--- src/rtl/pipe_stall_sink_if.sv ---
// Handshake bundle between the last upstream pipeff stage, the stall-generating sink
// and its valid/ready consumer.
interface pipe_stall_sink_if #(
  parameter int DATA = 32,
  parameter int SKID = 2
);
  localparam int CW = $clog2(SKID + 1);

  logic            in_valid;
  logic [DATA-1:0] in_data;
  logic            stall;
  logic            out_valid;
  logic [DATA-1:0] out_data;
  logic            out_ready;
  logic [CW-1:0]   count;

  modport slave (
    input  in_valid, in_data, out_ready,
    output stall, out_valid, out_data, count
  );

  modport master (
    output in_valid, in_data, out_ready,
    input  stall, out_valid, out_data, count
  );
endinterface

--- src/rtl/pipe_stall_sink.sv ---
// Pipeline sink: absorbs pipeff beats into a small circular FIFO and drives a purely
// registered stall back up the pipe, so out_ready never reaches stall combinationally.
module pipe_stall_sink #(
  parameter int DATA = 32,
  parameter int SKID = 2
) (
  input logic            clk,
  input logic            reset,
  input logic            flush,
  pipe_stall_sink_if.slave bus
);
  localparam int CW = $clog2(SKID + 1);
  localparam int PW = (SKID > 1) ? $clog2(SKID) : 1;

  logic [DATA-1:0] mem [SKID];
  logic [PW-1:0]   rd_ptr;
  logic [PW-1:0]   wr_ptr;
  logic [CW-1:0]   count_q;
  logic [CW-1:0]   count_next;
  logic            stall_q;
  logic            push;
  logic            pop;

  // Explicit wrap so depths that are not a power of two never index past the last entry.
  function automatic logic [PW-1:0] bump(input logic [PW-1:0] p);
    return (p == PW'(SKID - 1)) ? '0 : p + 1'b1;
  endfunction

  always_comb begin
    push       = bus.in_valid & ~stall_q;
    pop        = (count_q != '0) & bus.out_ready;
    count_next = count_q;
    if (push && !pop) begin
      count_next = count_q + 1'b1;
    end else if (pop && !push) begin
      count_next = count_q - 1'b1;
    end
  end

  always_ff @(posedge clk) begin
    if (reset || flush) begin
      count_q <= '0;
      rd_ptr  <= '0;
      wr_ptr  <= '0;
      stall_q <= 1'b0;
    end else begin
      count_q <= count_next;
      stall_q <= (count_next == CW'(SKID));
      if (push) begin
        wr_ptr <= bump(wr_ptr);
      end
      if (pop) begin
        rd_ptr <= bump(rd_ptr);
      end
    end
  end

  // Storage carries no reset; entries are only read once count says they are valid.
  always_ff @(posedge clk) begin
    if (push && !reset && !flush) begin
      mem[wr_ptr] <= bus.in_data;
    end
  end

  assign bus.stall     = stall_q;
  assign bus.out_valid = (count_q != '0);
  assign bus.out_data  = mem[rd_ptr];
  assign bus.count     = count_q;

  a_count_bound: assert property (@(posedge clk) disable iff (reset) count_q <= CW'(SKID));
  a_no_overflow: assert property (@(posedge clk) disable iff (reset) !(push && count_q == CW'(SKID)));
  a_no_underflow: assert property (@(posedge clk) disable iff (reset) !(pop && count_q == '0));
endmodule

--- src/flat_wrapper.sv ---
// flat-port wrapper written by rule: the top's interface ports become plain ports
module pipe_stall_sink_flat 
#(
  parameter int DATA = 32,
  parameter int SKID = 2
)
  (clk, reset, flush, bus_in_valid, bus_in_data, bus_out_ready, bus_stall, bus_out_valid, bus_out_data, bus_count);
  pipe_stall_sink_if #(.DATA(DATA), .SKID(SKID)) bus_i ();
  input logic clk;
  input logic reset;
  input logic flush;
  input wire logic [$bits(bus_i.in_valid)-1:0] bus_in_valid;
  input wire logic [$bits(bus_i.in_data)-1:0] bus_in_data;
  input wire logic [$bits(bus_i.out_ready)-1:0] bus_out_ready;
  output wire logic [$bits(bus_i.stall)-1:0] bus_stall;
  output wire logic [$bits(bus_i.out_valid)-1:0] bus_out_valid;
  output wire logic [$bits(bus_i.out_data)-1:0] bus_out_data;
  output wire logic [$bits(bus_i.count)-1:0] bus_count;
  assign bus_i.in_valid = bus_in_valid;
  assign bus_i.in_data = bus_in_data;
  assign bus_i.out_ready = bus_out_ready;
  assign bus_stall = bus_i.stall;
  assign bus_out_valid = bus_i.out_valid;
  assign bus_out_data = bus_i.out_data;
  assign bus_count = bus_i.count;
  pipe_stall_sink #(.DATA(DATA), .SKID(SKID)) u_core (.clk(clk), .reset(reset), .flush(flush), .bus(bus_i));
endmodule
--- config.mk ---
export PLATFORM = sky130hd
export DESIGN_NAME = pipe_stall_sink_flat
export DESIGN_NICKNAME = d
export VERILOG_FILES = /design/src/rtl/pipe_stall_sink_if.sv /design/src/rtl/pipe_stall_sink.sv /design/src/flat_wrapper.sv
export SDC_FILE = /design/constraint.sdc
export NUM_CORES = 1
export LEC_CHECK = 0
export CAP_MARGIN = 20
export CORE_ASPECT_RATIO = 1.4
export CORE_UTILIZATION = 54
export DETAILED_ROUTE_END_ITERATION = 8
export DONT_BUFFER_PORTS = 1
export GPL_TIMING_DRIVEN = 0
export PLACE_DENSITY = 0.72
export SYNTH_ARGS = -nofsm -noshare
export SYNTH_HDL_FRONTEND = slang
export SYNTH_SLANG_ARGS = --single-unit
--- constraint.sdc ---
create_clock -name clk -period 4 [get_ports clk]
set_input_delay 1.2 -clock clk [delete_from_list [all_inputs] [get_ports clk]]
set_output_delay 1.2 -clock clk [all_outputs]
set_load 0.005 [all_outputs]
Yosys cells after proc, flatten, opt, wreduce, memory -nomap -nowiden

Memories as Yosys holds them, arrays and structs flattened. A register that Yosys moved wholly into a read port is not among the register bits.
Cells that the tools add are included.

Bits in registers: 5
Bits in writable memories: 64
Bits of input ports: 37
Memories: 1

Add/subtract/negate cells: 4
Eq/ne operators: 1
Mux-type cells: 8
Bitwise operators: 3
Reductions and logical operators: 10

Memories:

| name       | words | width | rd ports | clocked after memory_dff | wr ports | RTL line              | RTL |
|---|---|---|---|---|---|---|---|
| u_core.mem | 2     | 32    | 1        | 1                        | 1        | pipe_stall_sink.sv:15 | `logic [DATA-1:0] mem [SKID];` |

Operators with widths:

| cell                | count |
|---|---|
| $mux 1              | 6 |
| $logic_and 1x1->1   | 4 |
| $logic_not 1->1     | 4 |
| $mux 2              | 2 |
| $add 1x1->1 const B | 2 |
| $add 2x1->2 const B | 1 |
| $and 1x1->1         | 2 |
| $eq 2x2->1 const B  | 1 |
| $reduce_bool 2->1   | 1 |
| $sub 2x1->2 const B | 1 |
| $logic_or 1x1->1    | 1 |
| $not 1->1           | 1 |

Logic depth before layout (Yosys ltp)

Gate-level depths: netlist of the first run.

Word-level depth: 7
Gate-level depth with buffers: 6
Gate-level depth less buffers: 5

Worst setup path before layout of the first run

No wires, ideal clock.

Path type: input -> register
Start point: in reset
End point: mem u_core.mem[0][0] (enable)
Library setup time: 461 ps
Arrival: 3763 ps
Required time: 3539 ps
Slack: -225 ps
Stages: 3
Buffers on the path: 1
Cells stage by stage: or2_1 > buf_6 > nor3_1

Cells in the longest elaborated chain, start to end: 5

Ends and longest elaborated chain:

| item                            | RTL line              | RTL |
|---|---|---|
| from (decl)                     | flat_wrapper.sv:10    | `input logic reset;` |
| $logic_not 1->1                 | pipe_stall_sink.sv:60 | `if (push && !reset && !flush) begin` |
| $logic_and 1x1->1 (2 in series) | pipe_stall_sink.sv:60 |  |
| $mux 1                          | pipe_stall_sink.sv:60 |  |
| $mux 1 (not written as such)    | pipe_stall_sink.sv:61 | `mem[wr_ptr] <= bus.in_data;` |
| to (decl)                       | pipe_stall_sink.sv:15 |  |

Every way passes these cells.

==> results of run 1 <==
[layout by cell type, fill, tap and decap left out, drive strengths merged, types with 2 or more instances in the layout]
cell / netlist / routed
buf: 6 / 10
bufinv: 0 / 4
clkbuf: 1 / 11
dfxtp: 6 / 6
edfxtp: 64 / 64
inv: 4 / 4
mux2: 32 / 32
nor2: 5 / 5
nor2b: 2 / 2
nor3: 2 / 2
xnor2: 2 / 2
[cell type report]
| cell class | instances | area [um^2] |
|---|---|---|
| Buffer | 7 | 40.0 |
| Clock buffer | 10 | 138 |
| Clock inverter | 6 | 133 |
| Fill cell | 347 | 1550 |
| Inverter | 4 | 15.0 |
| Multi-Input combinational cell | 57 | 559 |
| Sequential cell | 70 | 2040 |
| Tap cell | 62 | 77.6 |
| Timing Repair Buffer | 4 | 52.6 |
[worst max-delay path by stage]
stage,startpoint,end,slack [ps]
after global placement,reset,u_core.mem[1][0]$_DFFE_PP_,-1190
final,flop,bus_out_data[25],1290
after floorplan,reset,u_core.mem[0][0]$_DFFE_PP_,-220
after detailed placement,reset,u_core.mem[0][0]$_DFFE_PP_,1080
after global routing,flop,bus_out_data[25],1190
after CTS,flop,bus_out_data[12],1250
[per-stage QoR]
step	total power [mW]	setup slack, ps	hold slack [ps]	TNS [ps]	cells
after floorplan	0.882	-225	481	-14380	138
after global placement	0.891	-1190	497	-76330	200
after detailed placement	0.897	1080	506	0	204
after CTS	1.63	1250	530	0	220
after global routing	1.67	1190	572	0	220
final	1.62	1290	525	0	220
[synth_stat cells]
cell type	instances	share of area, %
edfxtp_1	64	73
buf_2	5	0.95
nand2_1	1	0.14
nor4b_1	1	0.33
dfxtp_1	6	4.5
a2111o_1	1	0.43
a221oi_1	1	0.33
or2_1	1	0.24
xnor3_1	1	0.85
ha_1	1	0.47
a21oi_1	1	0.19
mux2_1	1	0.43
nand3_1	1	0.19
mux2_2	31	13
o211ai_2	1	0.47
nor2_1	5	0.71
nand2b_1	1	0.24
buf_6	1	0.43
inv_1	4	0.57
o21ai_0	1	0.19
xnor2_1	2	0.66
nor2b_1	2	0.47
maj3_2	1	0.43
or4_4	1	0.43
nor3_1	2	0.38
clkbuf_1	1	0.14
[kinds of logic after synthesis]
| logic type | after synthesis | share of synthesized area, % |
|---|---|---|
| fa+ha+maj | 2 | 0.898 |
| mux | 32 | 13.6 |
| buf+inv | 11 | 2.08 |
| xor+xnor | 3 | 1.51 |
| compound gates | 5 | 1.61 |
| flops | 70 | 77.2 |
| simple gates | 15 | 3.12 |
[sequential cells by signal (all words and copies together) (netlist names), named ones only]
register and count:
u_core.rd_ptr 1, u_core.bus.stall 1, u_core.mem 64, u_core.bus.count 2, u_core.wr_ptr 1
[power by group through the flow]
stage               logic [mW]  registers (mW)  clock network [mW]
floorplan               0.0468           0.836                   0
global placement        0.0543           0.837                   0
detailed placement      0.0602           0.837                   0
CTS                     0.0607           0.821               0.748
global route            0.0650           0.822               0.784
finish                  0.0598           0.821               0.735
[layer usage]
layer  vias up  wire, um  part of all wire (%)  global-route usage [%]
li1        559         -                     -                       -
met1       577      1470                    35                    17.8
met2        48      2370                    56                    31.0
met3         6       313                   7.4                    8.08
met4         0        68                   1.6                    7.44
met5         -         0                     0                       0
[critical path, delay by kind of cell (launching register included)]
kind,cells,cell delay [ps]
buf+inv,2,480
mux,1,400
flops,1,310
==> impl_metrics.py, run 1 <==
metrics = {
    "synth": {
        "syn_area_um2": 2650,
        "ys_types": 26,
        "yosysWarnings": 0,
        "synth.net_count": 176,
        "yosysSeqAreaShare_pct": 77.2,
        "syn_area_per_cell_um2": 19.2,
        "yosys_register_bits": 70,
        "postSynthCellCount": 138,
    },
    "pwr": {
        "ir_drop_v": 0.000402,
        "seq_power_share_pct": 50.8,
        "swShare_pct": 17.3,
        "p_int_mw": 1.34,
        "clkPwrFrac_pct": 45.5,
        "p_comb_share_pct": 3.7,
        "p_per_area_nw_per_um2": 529,
        "p_sw_uw": 280,
        "leakage_nw": 1.01,
    },
    "final_layout": {
        "syn_to_final_growth_pct": 15.5,
        "utilization_pct": 66.3,
        "antenna_cells": 0,
        "drive_gt1_share_pct": 39.2,
        "fin_area_um2": 3060,
        "nets": 191,
    },
    "worst_setup_path": {
        "critPathLaunchType": "flop",
        "reg2reg_from": "u_core.bus.stall$_SDFF_PP0_",
        "critPathSlowestCell": "mux2_2",
        "r2r_end": "u_core.mem[0][11]$_DFFE_PP_",
        "cp_max_fo": 10,
        "end_kind": "output pin",
        "path_class": "reg -> out",
        "worstPathCellList": "clkbuf_1 -> buf_2 -> mux2_2",
        "regToRegSetupSlack_ps": 1990,
        "critical_path_required_ps": 2800,
        "slowest_delay_ps": 400,
        "reg2regPathDepth": 5,
        "arrival_ps": 1510,
    },
    "timing": {
        "hold_violations": 0,
        "clock.fmax_mhz": 369,
        "slew-limit-headroom_pct": 49.1,
        "fin_skew_ps": 5.44,
        "worst_pin_slew_ps": 759,
        "rsz0062_at_grt": "no",
        "drv_slew": 0,
        "period_share_pct": 67.8,
        "finalCriticalPeriod_ps": 2710,
        "setup_viol": 0,
    },
    "global_routing": {
        "gr-usage-all-layers_pct": 17.9,
        "grt_pass1_wl_mm": 6.29,
        "grt_pass1_vias": 1313,
        "antenna_found_initial": 0,
        "grt_max_degree": 14,
        "grt_overflow_total": 0,
    },
    "place": {
        "placed_cell_area_um2": 2790,
        "port-buffer-count": 0,
        "dp_hpwl_mm": 3.08,
        "place.gp.congestion": 0.629,
    },
    "clocking": {
        "cts_root_buffer": "clkbuf_8",
        "cts_buffer_depth": 2,
        "clk_pin_slew_ps": 70,
        "cts_sinks": 70,
        "tritoncts": "yes",
        "h-tree-depth": 3,
        "cts-buffers-inserted": 9,
        "insertion_delay_ps": 330,
        "cts_resized": 0,
        "cts_hold_buf": 0,
        "postCtsSetupBuffers": 0,
    },
    "drt": {
        "wl_per_cell_um": 19.2,
        "num_vias": 1190,
        "final_antenna_net_count": 0,
        "dr.pass1.iters": 4,
        "first_iter_violations": 21,
        "drc": 0,
        "wl_mm": 4.22,
        "vias_per_cell": 5.41,
    },
    "min_path": {
        "hold_path.startpoint": "u_core.rd_ptr$_SDFFE_PP0P_",
        "whs_path_depth": 2,
        "hold_class": "reg -> reg",
        "min_to": "u_core.rd_ptr$_SDFFE_PP0P_",
    },
    "die": {
        "ios": 73,
        "die_width_um": 61.2,
        "start_util_pct": 57.4,
        "die-area_um2": 5190,
        "core_um2": 4610,
        "placementRows": 29,
        "die-height_um": 84.8,
    },
    "flow_run": {
        "max-cap-violations": 0,
    },
    "run_status": {
        "status": "finished clean",
    },
}
Note: power is estimated with default switching activity, not from simulation.
==> run 2: changes to the inputs <==
--- a/config.mk
+++ b/config.mk
@@ -11,7 +11,7 @@
 export DETAILED_ROUTE_END_ITERATION = 8
 export DONT_BUFFER_PORTS = 1
 export GPL_TIMING_DRIVEN = 0
-export PLACE_DENSITY = 0.72
+export PLACE_DENSITY = 0.69
 export SYNTH_ARGS = -nofsm -noshare
 export SYNTH_HDL_FRONTEND = slang
 export SYNTH_SLANG_ARGS = --single-unit
==> constraint.sdc (replaced) <==
create_clock -name clk -period 2.7 [get_ports clk]
set_input_delay 0.81 -clock clk [delete_from_list [all_inputs] [get_ports clk]]
set_output_delay 0.81 -clock clk [all_outputs]
set_load 0.005 [all_outputs]
==> run 2 against run 1 <==
Register-to-register slack lost 1200 ps; setup slack lost 930 ps; via count shrank 2.4%; largest cell class unchanged; largest power group unchanged.
==> impl_metrics.py, run 2 (synthesis gave the netlist of run 1 again) <==
metrics = {
    "drt": {
        "final_antenna_net_count": 0,
        "dr.pass1.iters": 4,
        "wl_per_cell_um": 18.4,
        "drc": 0,
        "wl_mm": 3.96,
        "first_iter_violations": 19,
        "num_vias": 1161,
        "vias_per_cell": 5.38,
    },
    "pwr": {
        "p_int_mw": 1.57,
        "swShare_pct": 19.4,
        "p_per_area_nw_per_um2": 660,
        "leakage_nw": 0.959,
        "seq_power_share_pct": 62.6,
        "ir_drop_v": 0.000528,
        "clkPwrFrac_pct": 32.8,
        "p_comb_share_pct": 4.6,
        "p_sw_uw": 377,
        "power_mw": 1.94,
    },
    "clocking": {
        "postCtsSetupBuffers": 0,
        "clk_pin_slew_ps": 60,
        "insertion_delay_ps": 320,
        "tritoncts": "yes",
        "cts_sinks": 70,
        "h-tree-depth": 3,
        "cts_buffer_depth": 2,
        "cts_root_buffer": "clkbuf_8",
        "cts-buffers-inserted": 9,
        "cts_hold_buf": 0,
        "cts_resized": 0,
    },
    "worst_setup_path": {
        "path_delay_family": "buffers and inverters",
        "critPathSlowestCell": "mux2_2",
        "path_class": "reg -> out",
        "arrival_ps": 1540,
        "slowest_delay_ps": 400,
        "end_kind": "output pin",
        "critical_path_required_ps": 1890,
        "critPathLaunchType": "flop",
        "crit_buf_inv": 2,
        "worstPathCellList": "clkbuf_1 -> buf_2 -> mux2_2",
        "cp_max_fo": 10,
    },
    "global_routing": {
        "grt_max_degree": 18,
        "antenna_found_initial": 0,
        "grt_overflow_total": 0,
        "gr-usage-all-layers_pct": 17.0,
        "grt_pass1_wl_mm": 5.93,
        "grt_pass1_vias": 1229,
    },
    "die": {
        "die-area_um2": 5190,
        "start_util_pct": 57.4,
        "die_width_um": 61.2,
        "die-height_um": 84.8,
        "ios": 73,
        "core_um2": 4610,
        "placementRows": 29,
    },
    "final_layout": {
        "regMostFlops": "u_core.mem",
        "mostFrequentLayoutCell": "edfxtp_1",
        "syn_to_final_growth_pct": 11.3,
        "final_cell_mix": "64 x edfxtp_1, 31 x mux2_2, 9 x clkbuf_8",
        "drive_gt1_share_pct": 35.7,
        "fillCellCount": 345,
        "largest_register_ff_count": 64,
        "multi_input_area_um2": 572,
        "fin_area_um2": 2950,
        "utilization_pct": 63.9,
        "seqCellArea_um2": 2040,
        "antenna_cells": 0,
        "nets": 189,
        "fin_cells": 216,
    },
    "flow_run": {
        "max-cap-violations": 0,
    },
    "timing": {
        "tns_ps": 0,
        "period_share_pct": 86.9,
        "rsz0062_at_grt": "no",
        "drv_slew": 0,
        "worst_pin_slew_ps": 912,
        "holdWs_ps": 530,
        "fin_skew_ps": 6.19,
        "setup_viol": 0,
        "clock.fmax_mhz": 426,
        "hold_violations": 0,
        "worst_slack_ps": 353,
        "slew-limit-headroom_pct": 39.0,
        "finalCriticalPeriod_ps": 2350,
    },
    "place": {
        "dp.cells": 202,
        "port-buffer-count": 0,
        "place.gp.congestion": 0.632,
        "placed_cell_area_um2": 2800,
        "dp_hpwl_mm": 2.66,
        "place_ws_ps": 252,
    },
    "run_status": {
        "status": "finished clean",
    },
    "min_path": {
        "hold_class": "reg -> reg",
    },
}
## run 2: changes by cell type in the layout (fill, tap and decap cells not counted), moves of 2 or more
| cell | previous run | this run |
|---|---|---|
| nor3_2 | 2 | 0 |
| buf_16 | 0 | 2 |
| buf_6 | 3 | 1 |
| buf_8 | 2 | 0 |
| bufinv_16 | 4 | 0 |
| nor3_4 | 0 | 2 |
| clkbuf_1 | 1 | 3 |
## run 2: final timing paths
path / end / cells past startpoint / start / slack (ps)
worst min register to register: u_core.rd_ptr$_SDFFE_PP0P_ / 2 / u_core.rd_ptr$_SDFFE_PP0P_ / 530
worst max-delay path: bus_out_data[19] / 3 / flop / 350
worst max register to register: u_core.mem[0][29]$_DFFE_PP_ / 4 / u_core.bus.stall$_SDFF_PP0_ / 750
worst min-delay path: u_core.rd_ptr$_SDFFE_PP0P_ / 2 / u_core.rd_ptr$_SDFFE_PP0P_ / 530
## run 2: area by class of cell
| class | count | area share (%) |
|---|---|---|
| multi-input cells | 57 | 19.4 |
| clock inverters | 3 | 0.467 |
| repair buffers | 2 | 1.87 |
| inverters | 4 | 0.510 |
| flip-flops and latches | 70 | 69.3 |
| plain buffers | 7 | 1.36 |
| clock buffers | 11 | 4.46 |
| well taps | 62 | 2.63 |
## run 2: metal layers
metal	track usage [%]	up-vias	wire length (um)
met4	10.5	0	61
met2	27.7	45	2180
met5	0	-	0
met1	17.8	559	1440
met3	6.40	7	278
li1	-	550	-
## run 2: power groups by stage
stage,Clock (mW),Sequential (mW),Combinational [mW]
3_3_place_gp,0,1.24,0.0814
3_5_place_dp,0,1.24,0.0909
4_1_cts,0.662,1.22,0.0918
5_1_grt,0.702,1.22,0.0980
2_1_floorplan,0,1.24,0.0702
6_report,0.638,1.22,0.0899
## run 2: worst reg2reg max path, stage by stage (launching register included)
cell      delay (ps)
dfxtp_1          330
nand2b_1         140
buf_2            190
nor3_4           760
buf_16           240
